$ cat src/rtl/cpu_pkg.sv
// Shared definitions for the adding CPU: default widths, opcode set and
// the control FSM state encoding.
package cpu_pkg;

  localparam int unsigned DATA_W_DEF = 8;
  localparam int unsigned ADDR_W_DEF = 5;

  typedef enum logic [2:0] {
    OP_NOP = 3'd0,
    OP_LDA = 3'd1,
    OP_ADD = 3'd2,
    OP_SUB = 3'd3,
    OP_OUT = 3'd4,
    OP_JMP = 3'd5,
    OP_JZ  = 3'd6,
    OP_HLT = 3'd7
  } opcode_e;

  typedef enum logic [2:0] {
    S_IDLE,
    S_FETCH,
    S_DECODE,
    S_OPER,
    S_EXEC,
    S_OUTP,
    S_HALT
  } state_e;

endpackage

$ cat src/rtl/ac_alu.sv
// Combinational accumulator ALU: result and carry/borrow for LDA/ADD/SUB.
// Any other opcode passes the operand through and keeps the incoming carry.
module ac_alu
  import cpu_pkg::*;
#(
  parameter int unsigned DATA_W = DATA_W_DEF
) (
  input  opcode_e           op_i,
  input  logic [DATA_W-1:0] ac_i,
  input  logic [DATA_W-1:0] opnd_i,
  input  logic              carry_i,
  output logic [DATA_W-1:0] res_o,
  output logic              carry_o
);

  logic [DATA_W:0] sum;
  logic [DATA_W:0] diff;

  // Zero-extended subtract: the extra MSB is the borrow (ac_i < opnd_i).
  always_comb begin
    sum     = {1'b0, ac_i} + {1'b0, opnd_i};
    diff    = {1'b0, ac_i} - {1'b0, opnd_i};
    res_o   = opnd_i;
    carry_o = carry_i;
    case (op_i)
      OP_ADD:  {carry_o, res_o} = sum;
      OP_SUB:  {carry_o, res_o} = diff;
      default: ;
    endcase
  end

endmodule

$ cat src/rtl/ac_load_sequencer.sv
// Fetch/decode/execute sequencer for the adding CPU: drives program memory
// reads, the accumulator load strobe and the output port handshake.
module ac_load_sequencer
  import cpu_pkg::*;
#(
  parameter int unsigned       DATA_W     = DATA_W_DEF,
  parameter int unsigned       ADDR_W     = ADDR_W_DEF,
  parameter logic [ADDR_W-1:0] START_ADDR = '0
) (
  input  logic              clk,
  input  logic              rst,
  input  logic              start,
  output logic              mem_req,
  output logic [ADDR_W-1:0] mem_addr,
  input  logic              mem_ack,
  input  logic [DATA_W-1:0] mem_rdata,
  input  logic [DATA_W-1:0] ac_q,
  output logic              ld_ac,
  output logic [DATA_W-1:0] ac_data,
  output logic              out_valid,
  output logic [DATA_W-1:0] out_data,
  input  logic              out_ready,
  output logic              carry,
  output logic              busy,
  output logic              halted
);

  state_e            state_q, state_d;
  logic [ADDR_W-1:0] pc_q, pc_d;
  logic [DATA_W-1:0] ir_q, ir_d;
  logic [DATA_W-1:0] opnd_q, opnd_d;
  logic              carry_q, carry_d;

  logic              mem_req_q, ld_ac_q, out_valid_q, busy_q, halted_q;
  logic [ADDR_W-1:0] mem_addr_q, mem_addr_d;

  opcode_e           op;
  logic [ADDR_W-1:0] ir_addr;
  logic [DATA_W-1:0] alu_res;
  logic              alu_carry;

  assign op      = opcode_e'(ir_q[DATA_W-1 -: 3]);
  assign ir_addr = ir_q[ADDR_W-1:0];

  ac_alu #(.DATA_W(DATA_W)) u_alu (
    .op_i    (op),
    .ac_i    (ac_q),
    .opnd_i  (opnd_q),
    .carry_i (carry_q),
    .res_o   (alu_res),
    .carry_o (alu_carry)
  );

  always_comb begin
    state_d = state_q;
    pc_d    = pc_q;
    ir_d    = ir_q;
    opnd_d  = opnd_q;
    carry_d = carry_q;
    case (state_q)
      S_IDLE: begin
        if (start) begin
          pc_d    = START_ADDR;
          state_d = S_FETCH;
        end
      end
      S_FETCH: begin
        if (mem_ack) begin
          ir_d    = mem_rdata;
          pc_d    = pc_q + 1'b1;
          state_d = S_DECODE;
        end
      end
      S_DECODE: begin
        case (op)
          OP_NOP:                 state_d = S_FETCH;
          OP_LDA, OP_ADD, OP_SUB: state_d = S_OPER;
          OP_OUT:                 state_d = S_OUTP;
          OP_JMP: begin
            pc_d    = ir_addr;
            state_d = S_FETCH;
          end
          OP_JZ: begin
            if (ac_q == '0) pc_d = ir_addr;
            state_d = S_FETCH;
          end
          OP_HLT:                 state_d = S_HALT;
          default:                state_d = S_FETCH;
        endcase
      end
      S_OPER: begin
        if (mem_ack) begin
          opnd_d  = mem_rdata;
          state_d = S_EXEC;
        end
      end
      S_EXEC: begin
        carry_d = alu_carry;
        state_d = S_FETCH;
      end
      S_OUTP: begin
        if (out_ready) state_d = S_FETCH;
      end
      S_HALT: begin
        if (start) begin
          pc_d    = START_ADDR;
          carry_d = 1'b0;
          state_d = S_FETCH;
        end
      end
      default: state_d = S_IDLE;
    endcase
  end

  always_comb begin
    mem_addr_d = '0;
    if (state_d == S_FETCH)     mem_addr_d = pc_d;
    else if (state_d == S_OPER) mem_addr_d = ir_d[ADDR_W-1:0];
  end

  // Control outputs are registered from the next state, so each one is a
  // pure function of the state register it accompanies.
  always_ff @(posedge clk or posedge rst) begin
    if (rst) begin
      state_q     <= S_IDLE;
      pc_q        <= START_ADDR;
      ir_q        <= '0;
      opnd_q      <= '0;
      carry_q     <= 1'b0;
      mem_req_q   <= 1'b0;
      mem_addr_q  <= '0;
      ld_ac_q     <= 1'b0;
      out_valid_q <= 1'b0;
      busy_q      <= 1'b0;
      halted_q    <= 1'b0;
    end else begin
      state_q     <= state_d;
      pc_q        <= pc_d;
      ir_q        <= ir_d;
      opnd_q      <= opnd_d;
      carry_q     <= carry_d;
      mem_req_q   <= (state_d == S_FETCH) || (state_d == S_OPER);
      mem_addr_q  <= mem_addr_d;
      ld_ac_q     <= (state_d == S_EXEC);
      out_valid_q <= (state_d == S_OUTP);
      busy_q      <= (state_d != S_IDLE) && (state_d != S_HALT);
      halted_q    <= (state_d == S_HALT);
    end
  end

  assign mem_req   = mem_req_q;
  assign mem_addr  = mem_addr_q;
  assign ld_ac     = ld_ac_q;
  assign ac_data   = ld_ac_q ? alu_res : '0;
  assign out_valid = out_valid_q;
  assign out_data  = out_valid_q ? ac_q : '0;
  assign carry     = carry_q;
  assign busy      = busy_q;
  assign halted    = halted_q;

endmodule
$ cat config.mk
export PLATFORM = sky130hd
export DESIGN_NAME = ac_load_sequencer
export DESIGN_NICKNAME = d
export VERILOG_FILES = /design/src/rtl/cpu_pkg.sv /design/src/rtl/ac_alu.sv /design/src/rtl/ac_load_sequencer.sv
export SDC_FILE = /design/constraint.sdc
export NUM_CORES = 1
export LEC_CHECK = 0
export CAP_MARGIN = 20
export CELL_PAD_IN_SITES_DETAIL_PLACEMENT = 1
export CELL_PAD_IN_SITES_GLOBAL_PLACEMENT = 1
export CORE_ASPECT_RATIO = 1.4
export CORE_MARGIN = 2
export CORE_UTILIZATION = 36
export CTS_CLUSTER_SIZE = 14
export DETAILED_ROUTE_END_ITERATION = 12
export GPL_ROUTABILITY_DRIVEN = 0
export GPL_TIMING_DRIVEN = 0
export PLACE_DENSITY_LB_ADDON = 0.1
export SYNTH_ARGS = -nofsm -noshare
export SYNTH_HDL_FRONTEND = slang
export SYNTH_SLANG_ARGS = --single-unit
$ cat constraint.sdc
create_clock -name clk -period 2.6 [get_ports clk]
set_input_delay 0.52 -clock clk [delete_from_list [all_inputs] [get_ports clk]]
set_output_delay 0.52 -clock clk [all_outputs]
set_load 0.01 [all_outputs]
==> out/results.tsv <==
metric	value	unit
synthesized flop and latch total	35	
Pleak	1.62	nW
Post-Layout Cell Count	471	
Port Buffer Count	47	
source-to-sink clock delay at the later pin of the worst-skew pair	290	ps
number of fillers in the final layout	859	
CP Class	primary input to primary output	
RSZ-0062 raised after global routing	yes	
Cell Chain, Critical Path	clkdlybuf4s50_1, ha_4, a21oi_1, o31ai_1, a31o_4, o21ai_2, o311ai_2, buf_2	
fraction of layout cells with a size suffix above 1	0.242	
Worst path top cell family by delay	buffers and inverters	
highest ir drop seen on vdd	0.543	mV
Worst Hold Slack	520	ps
CORE AREA	6940	um2
share of the clock period used by the worst path	1.07	
number of global-route vias before repair	2753	
most common library cell in the layout ignoring fill and taps	sky130_fd_sc_hd__nand2_1	
Final Hold Viols	0	
count of flip-flops with a built-in enable after synthesis	0	
Max Root-Sink Buffers	2	
standard cell with the maximum stage delay on the critical path	sky130_fd_sc_hd__clkdlybuf4s50_1	
Overall Power	4.14	mW
clock tree from TritonCTS	yes	
register area	878	um2
die area	7870	um2
register clock-pin slew on the reported worst setup and hold paths	70	ps
Die Y-Extent	104	um
run status	finished, violations left	
cell area after placement	3200	um2
Remaining Overflow, GRT	0	
Buf/Inv on CP	2	
worst slew margin relative to its limit	0.531	
Area growth syn-to-layout	38.8	%
initial antenna violation count	0	
average routed wire per standard cell	18.0	um
pre-CTS WS	-1340	ps
Starting DRT DRC Count	38	
fin worst setup slack	-184	ps
largest net degree at the start of global routing	22	
critical path data arrival time	2260	ps
critical path peak fanout	6	
nets@finish	415	
first-pass GRT wire length	13800	um
final antenna-violating net count	0	
Total Routed Length	8480	um
largest stage delay on the critical path	620	ps
number of nets produced by synthesis	342	
I/O pin total	48	
portion of the post-synthesis area used by sequential elements	0.340	
class of the worst hold path	flip-flop to flip-flop	
average instance area after synthesis	8.54	um2
worst path required time	2080	ps
setup total negative slack	-505	ps
total clock sinks	35	
multi-input gate area in the final layout	1700	um2
violated checks	negative setup slack	
worst reg-to-reg setup slack	90	ps
number of remaining DRC errors	0	
highest clock frequency the design can meet	0.359	GHz
Std-Cell Rows	36	
final setup fails	3	
width of the die	75.5	um
commonest cells after routing, fill and taps aside	sky130_fd_sc_hd__nand2_1 (40), sky130_fd_sc_hd__clkdlybuf4s50_1 (34), sky130_fd_sc_hd__dfrtp_1 (33)	
proportion of register bits with asynchronous set or reset after synthesis	1.00	
final critical delay including setup and external delays	2780	ps
via count	2493	
GR Util All Layers	0.231	
Clock H-tree levels	2	
Cells after Synth	302	
Cells after DPL	445	
Worst-Margin Slew	702	ps
final non-filler cell area	3580	um2
DP HPWL	6410	um
utilization of the core after routing	0.516	
total CTS buffers	5	
count of maximum capacitance violations	0	
category of the worst setup path capture point	primary output	
post-detailed-route via-to-cell ratio	5.29	
Pins Over Slew Limit	0	
starting utilization of the core area	0.372	
post-synthesis cell area	2580	um2
most instantiated flip-flop cell in the synthesis netlist	sky130_fd_sc_hd__dfrtp_1	
Final Skew	5.32	ps
number of warnings reported in the yosys synthesis log	0	
Distinct cells, synth	63	
power density over cell area	1160	nW/um2
startpoint types	primary input	
Root Buffer Master	sky130_fd_sc_hd__clkbuf_8	
number of antenna repair diodes	0	
drt pass-1 iters	4	
==> sequential cells by signal (all words and copies together), names as in the netlist <==
name	count
ir_q	8
busy	1
carry	1
halted	1
ld_ac	1
state_q	3
mem_req	1
pc_q	5
out_valid	1
mem_addr	5
opnd_q	8
==> worst paths after layout <==
kind | from | endpoint | cells after the start
setup / recovery | ac_q[6] | ac_data[7] | 8
hold / removal | ir_q[2]$_DFF_PP0_ | pc_q[2]$_DFF_PP0_ | 2
setup reg to reg | opnd_q[2]$_DFFE_PP0P_ | carry$_DFFE_PP0P_ | 15
hold reg to reg | ir_q[2]$_DFF_PP0_ | pc_q[2]$_DFF_PP0_ | 2
max in group asynchronous | rst | busy$_DFF_PP0_ | 3
min in group asynchronous | rst | opnd_q[7]$_DFFE_PP0P_ | 2
==> per-layer routing <==
metal | wire, um | global-route usage
met5 | 0 | 0
met4 | 186 | 0.0664
met3 | 221 | 0.0262
met2 | 4940 | 0.444
met1 | 3130 | 0.249
==> cells in the mapped netlist, types with 3 or more instances <==
cell type	instances	area, um2
sky130_fd_sc_hd__o21ai_1	3	15.0
sky130_fd_sc_hd__xnor2_1	3	26.3
sky130_fd_sc_hd__a21o_1	4	30.0
sky130_fd_sc_hd__nand2_1	40	150
sky130_fd_sc_hd__and2_1	12	75.1
sky130_fd_sc_hd__a31o_2	4	35.0
sky130_fd_sc_hd__o211a_1	3	30.0
sky130_fd_sc_hd__a21oi_1	9	45.0
sky130_fd_sc_hd__nor2b_1	4	25.0
sky130_fd_sc_hd__a31oi_1	5	31.3
sky130_fd_sc_hd__nor2_1	23	86.3
sky130_fd_sc_hd__buf_2	5	25.0
sky130_fd_sc_hd__o21ai_0	26	130
sky130_fd_sc_hd__inv_1	26	97.6
sky130_fd_sc_hd__nand3_1	9	45.0
sky130_fd_sc_hd__nand2b_1	4	25.0
sky130_fd_sc_hd__buf_4	3	22.5
sky130_fd_sc_hd__o21a_1	3	22.5
sky130_fd_sc_hd__ha_1	17	213
sky130_fd_sc_hd__and3_1	3	18.8
sky130_fd_sc_hd__dfrtp_1	35	876
sky130_fd_sc_hd__a211oi_1	3	22.5
sky130_fd_sc_hd__mux2_2	5	56.3
==> tightest hold or removal path, delay by kind of cell, from the launching register on <==
kind / cells / cell delay, ps
DFF: 1 / 350
AOI/OAI and AO/OA: 1 / 90
buffers and inverters: 1 / 50
==> what timing repair did <==
action	CTS	global route
endpoints found under the hold margin	0	0
setup endpoints to repair	8	7
setup buffers	14	5
resized for setup	75	12
pin swaps	11	14
hold buffers	0	0
==> kinds of logic after synthesis <==
| group | share of synthesized area |
|---|---|
| mux | 0.0296 |
| flops | 0.340 |
| xor+xnor | 0.0170 |
| buf+inv | 0.0713 |
| fa+ha+maj | 0.102 |
| simple gates | 0.215 |
| compound gates | 0.226 |
==> final cells by class <==
cell class / instances / area share
multi-input cells: 227 / 0.476
flip-flops and latches: 35 / 0.245
repair buffers: 66 / 0.167
well taps: 95 / 0.0332
inverters: 28 / 0.0297
clock buffers: 7 / 0.0241
plain buffers: 12 / 0.0220
clock inverters: 1 / 0.00245
==> where the power goes <==
group          internal [mW]  switching [mW]
clock                  0.217           0.200
sequential             0.786           0.192
combinational           1.27            1.48
Note: power is estimated with default switching activity, not from simulation.
==> RTL edit, RTL diff (same flow settings) <==
Change the package constant `DATA_W_DEF` from 8 to 9.
--- a/src/rtl/cpu_pkg.sv
+++ b/src/rtl/cpu_pkg.sv
@@ -2,7 +2,7 @@
 // the control FSM state encoding.
 package cpu_pkg;
 
-  localparam int unsigned DATA_W_DEF = 8;
+  localparam int unsigned DATA_W_DEF = 9;
   localparam int unsigned ADDR_W_DEF = 5;
 
   typedef enum logic [2:0] {
Interface: changed (resized ac_data, ac_q, mem_rdata and out_data); port bits go from 48 to 52. The function was not compared with the original's and may differ.
==> RTL edit against the original RTL <==
- area after synthesis up 11%
- design area up 8.8%
- total power up 17%
- clock skew up 0.0018 ns
- setup slack worse by 0.16 ns
- core utilization down 1.1 points
- critical path type is now reg -> out
- the flow still finishes with violations (setup timing)
- via count up 8.8%
- routed wire length up 9.3%
- sequential cell count up 1
==> RTL edit: results (changes against the original RTL) <==
Global route
  – GR Util All Layers: 0.221 (-0.00972)
  – Vias in the first global route: 2832 (+2.9%)
  – Antenna violations before repair: 0 (unchanged)
  – Global-route wire length before repair: 14700 µm (+6.2%)
  – Total grt overflow: 0 (unchanged)
  – Largest net degree at the start of global routing: 25 (+14%)

Critical path
  – Crit path launch: opnd_q[3]
  – WP data arrival: 2.42 ns (+0.16 ns)
  – Crit Path Max Fanout: 6 (unchanged)
  – Max stage delay cell, worst path: dfrtp_1
  – Reg-to-Reg End: mem_addr[2]
  – Crit path max-delay family: compound AO/OA/AOI/OAI gates
  – Worst R2R Setup Slack: 0.36 ns (+0.27 ns)
  – Setup crit end: ac_data[5]
  – Reg2reg path depth: 5 (-10)
  – Largest stage delay, worst path: 0.45 ns (-0.17 ns)
  – RR Startpoint: state_q[2]

Routing
  – Initial DRC Count: 53 (+39%)
  – Average routed wire per standard cell: 19.1 µm (+5.9%)
  – Total number of vias: 2713 (+8.8%)
  – DRC Markers: 0 (unchanged)

STA
  – Final setup vio count: 5 (+2)
  – Final worst slack: -0.341 ns (-0.157 ns)
  – Skew final: 0.00712 ns (+0.00180 ns)
  – TNS Setup: -1.26 ns (-0.754 ns)
  – Slew @ Worst Pin: 0.744 ns (+0.0423 ns)
  – Hold WS: 0.501 ns (-0.0188 ns)

Power and ir drop
  – P_leak: 1.69 nW (+4.2%)
  – Peak VDD IR: 0.000604 V (+11%)

Outcome
  – Failing checks: setup timing
  – Status: complete, but fails checks

Worst hold path
  – Worst Hold Path Cells: 1 (-1)
  – Hold wc startpoint: carry

Logic synthesis
  – Commonest cells in the netlist: dfrtp_1, inv_1, a21oi_1
  – Ys async rst share: 1.00 (unchanged)
  – Synth area leaders: dfrtp_1, ha_1, mux2_2
  – Syn_nets: 357 (+4.4%)
  – Sequential element share of the synthesized area: 0.316 (-0.0236)
  – Distinct cells, synth: 67 (+6.3%)

Layout
  – Fin nets: 429 (+3.4%)
  – Biggest registers after layout: opnd_q (9), ir_q (8)
  – Share of cells above drive strength 1: 0.290 (+0.0481)
  – ANT cells: 0 (unchanged)
  – Fillers: 887 (+3.3%)

Placed design
  – DP Wirelength: 6850 µm (+6.7%)
  – Number of buffers added on ports: 51 (+8.5%)

CTS
  – TritonCTS Buffers: 5 (unchanged)
  – CTS Buffer Depth: 2 (unchanged)
  – Htree depth: 2 (unchanged)
-- RTL edit: stage by stage --
stage | util | setup slack (ns) | area (µm²) | power, mW | instances
detailed placement | 0.456 | -1.40 | 3510 | 3.88 | 465
global placement | 0.453 | -1.42 | 3490 | 3.81 | 464
CTS | 0.494 | -0.393 | 3800 | 4.67 | 480
finish | 0.505 | -0.341 | 3890 | 4.83 | 486
global route | 0.505 | -0.425 | 3890 | 5.21 | 486
floorplan | - | 0.0315 | 2850 | 2.95 | 313
-- RTL edit: worst min-delay path by stage --
stage	endpoint
after global routing	carry
final	carry
after global placement	carry
after detailed placement	carry
after CTS	carry
after floorplan	ir_q[1]
-- RTL edit: worst register-to-register path, stage by stage (launching register included) --
cell	delay, ns
dfrtp_1	0.45
buf_2	0.23
nor3_2	0.63
mux2_2	0.43
or2_2	0.29
o211a_1	0.11
-- RTL edit: what timing repair did --
action / 4_1_cts / 5_1_grt
setup endpoints to repair: 10 / 13
pin swaps: 19 / 11
resized for setup: 82 / 23
setup buffers: 7 / 6
-- RTL edit: report_power, final --
group | leakage (nW) | switching, mW | total, mW | internal [mW]
logic | 1.20 | 1.76 | 3.34 | 1.59
registers | 0.445 | 0.248 | 1.07 | 0.825
clock network | 0.0445 | 0.197 | 0.412 | 0.215
-- RTL edit: layer usage --
metal / share of wire / global-route usage / up-vias / routed length (µm)
met2: 0.56 / 0.437 / 42 / 5160
met1: 0.40 / 0.241 / 1381 / 3700
met5: 0 / 0 / - / 0
met3: 0.020 / 0.0248 / 14 / 187
li1: - / - / 1276 / -
met4: 0.023 / 0.0702 / 0 / 214
-- RTL edit: logic make-up (layout without fill, tap and decap cells) --
group	after synthesis	after routing	share of synthesized area
xor+xnor	5	5	0.0154
mux	21	21	0.0830
flops	36	36	0.316
fa+ha+maj	21	21	0.0975
compound gates	91	91	0.222
simple gates	99	99	0.206
buf+inv	40	113	0.0601
-- RTL edit: cell type report --
type,instances,area share
buffer,13,0.0186
multi-input combinational,237,0.517
inverter,27,0.0270
clock buffer,7,0.0222
sequential,36,0.232
timing repair buffer,65,0.150
tap,100,0.0321
clock inverter,1,0.00193
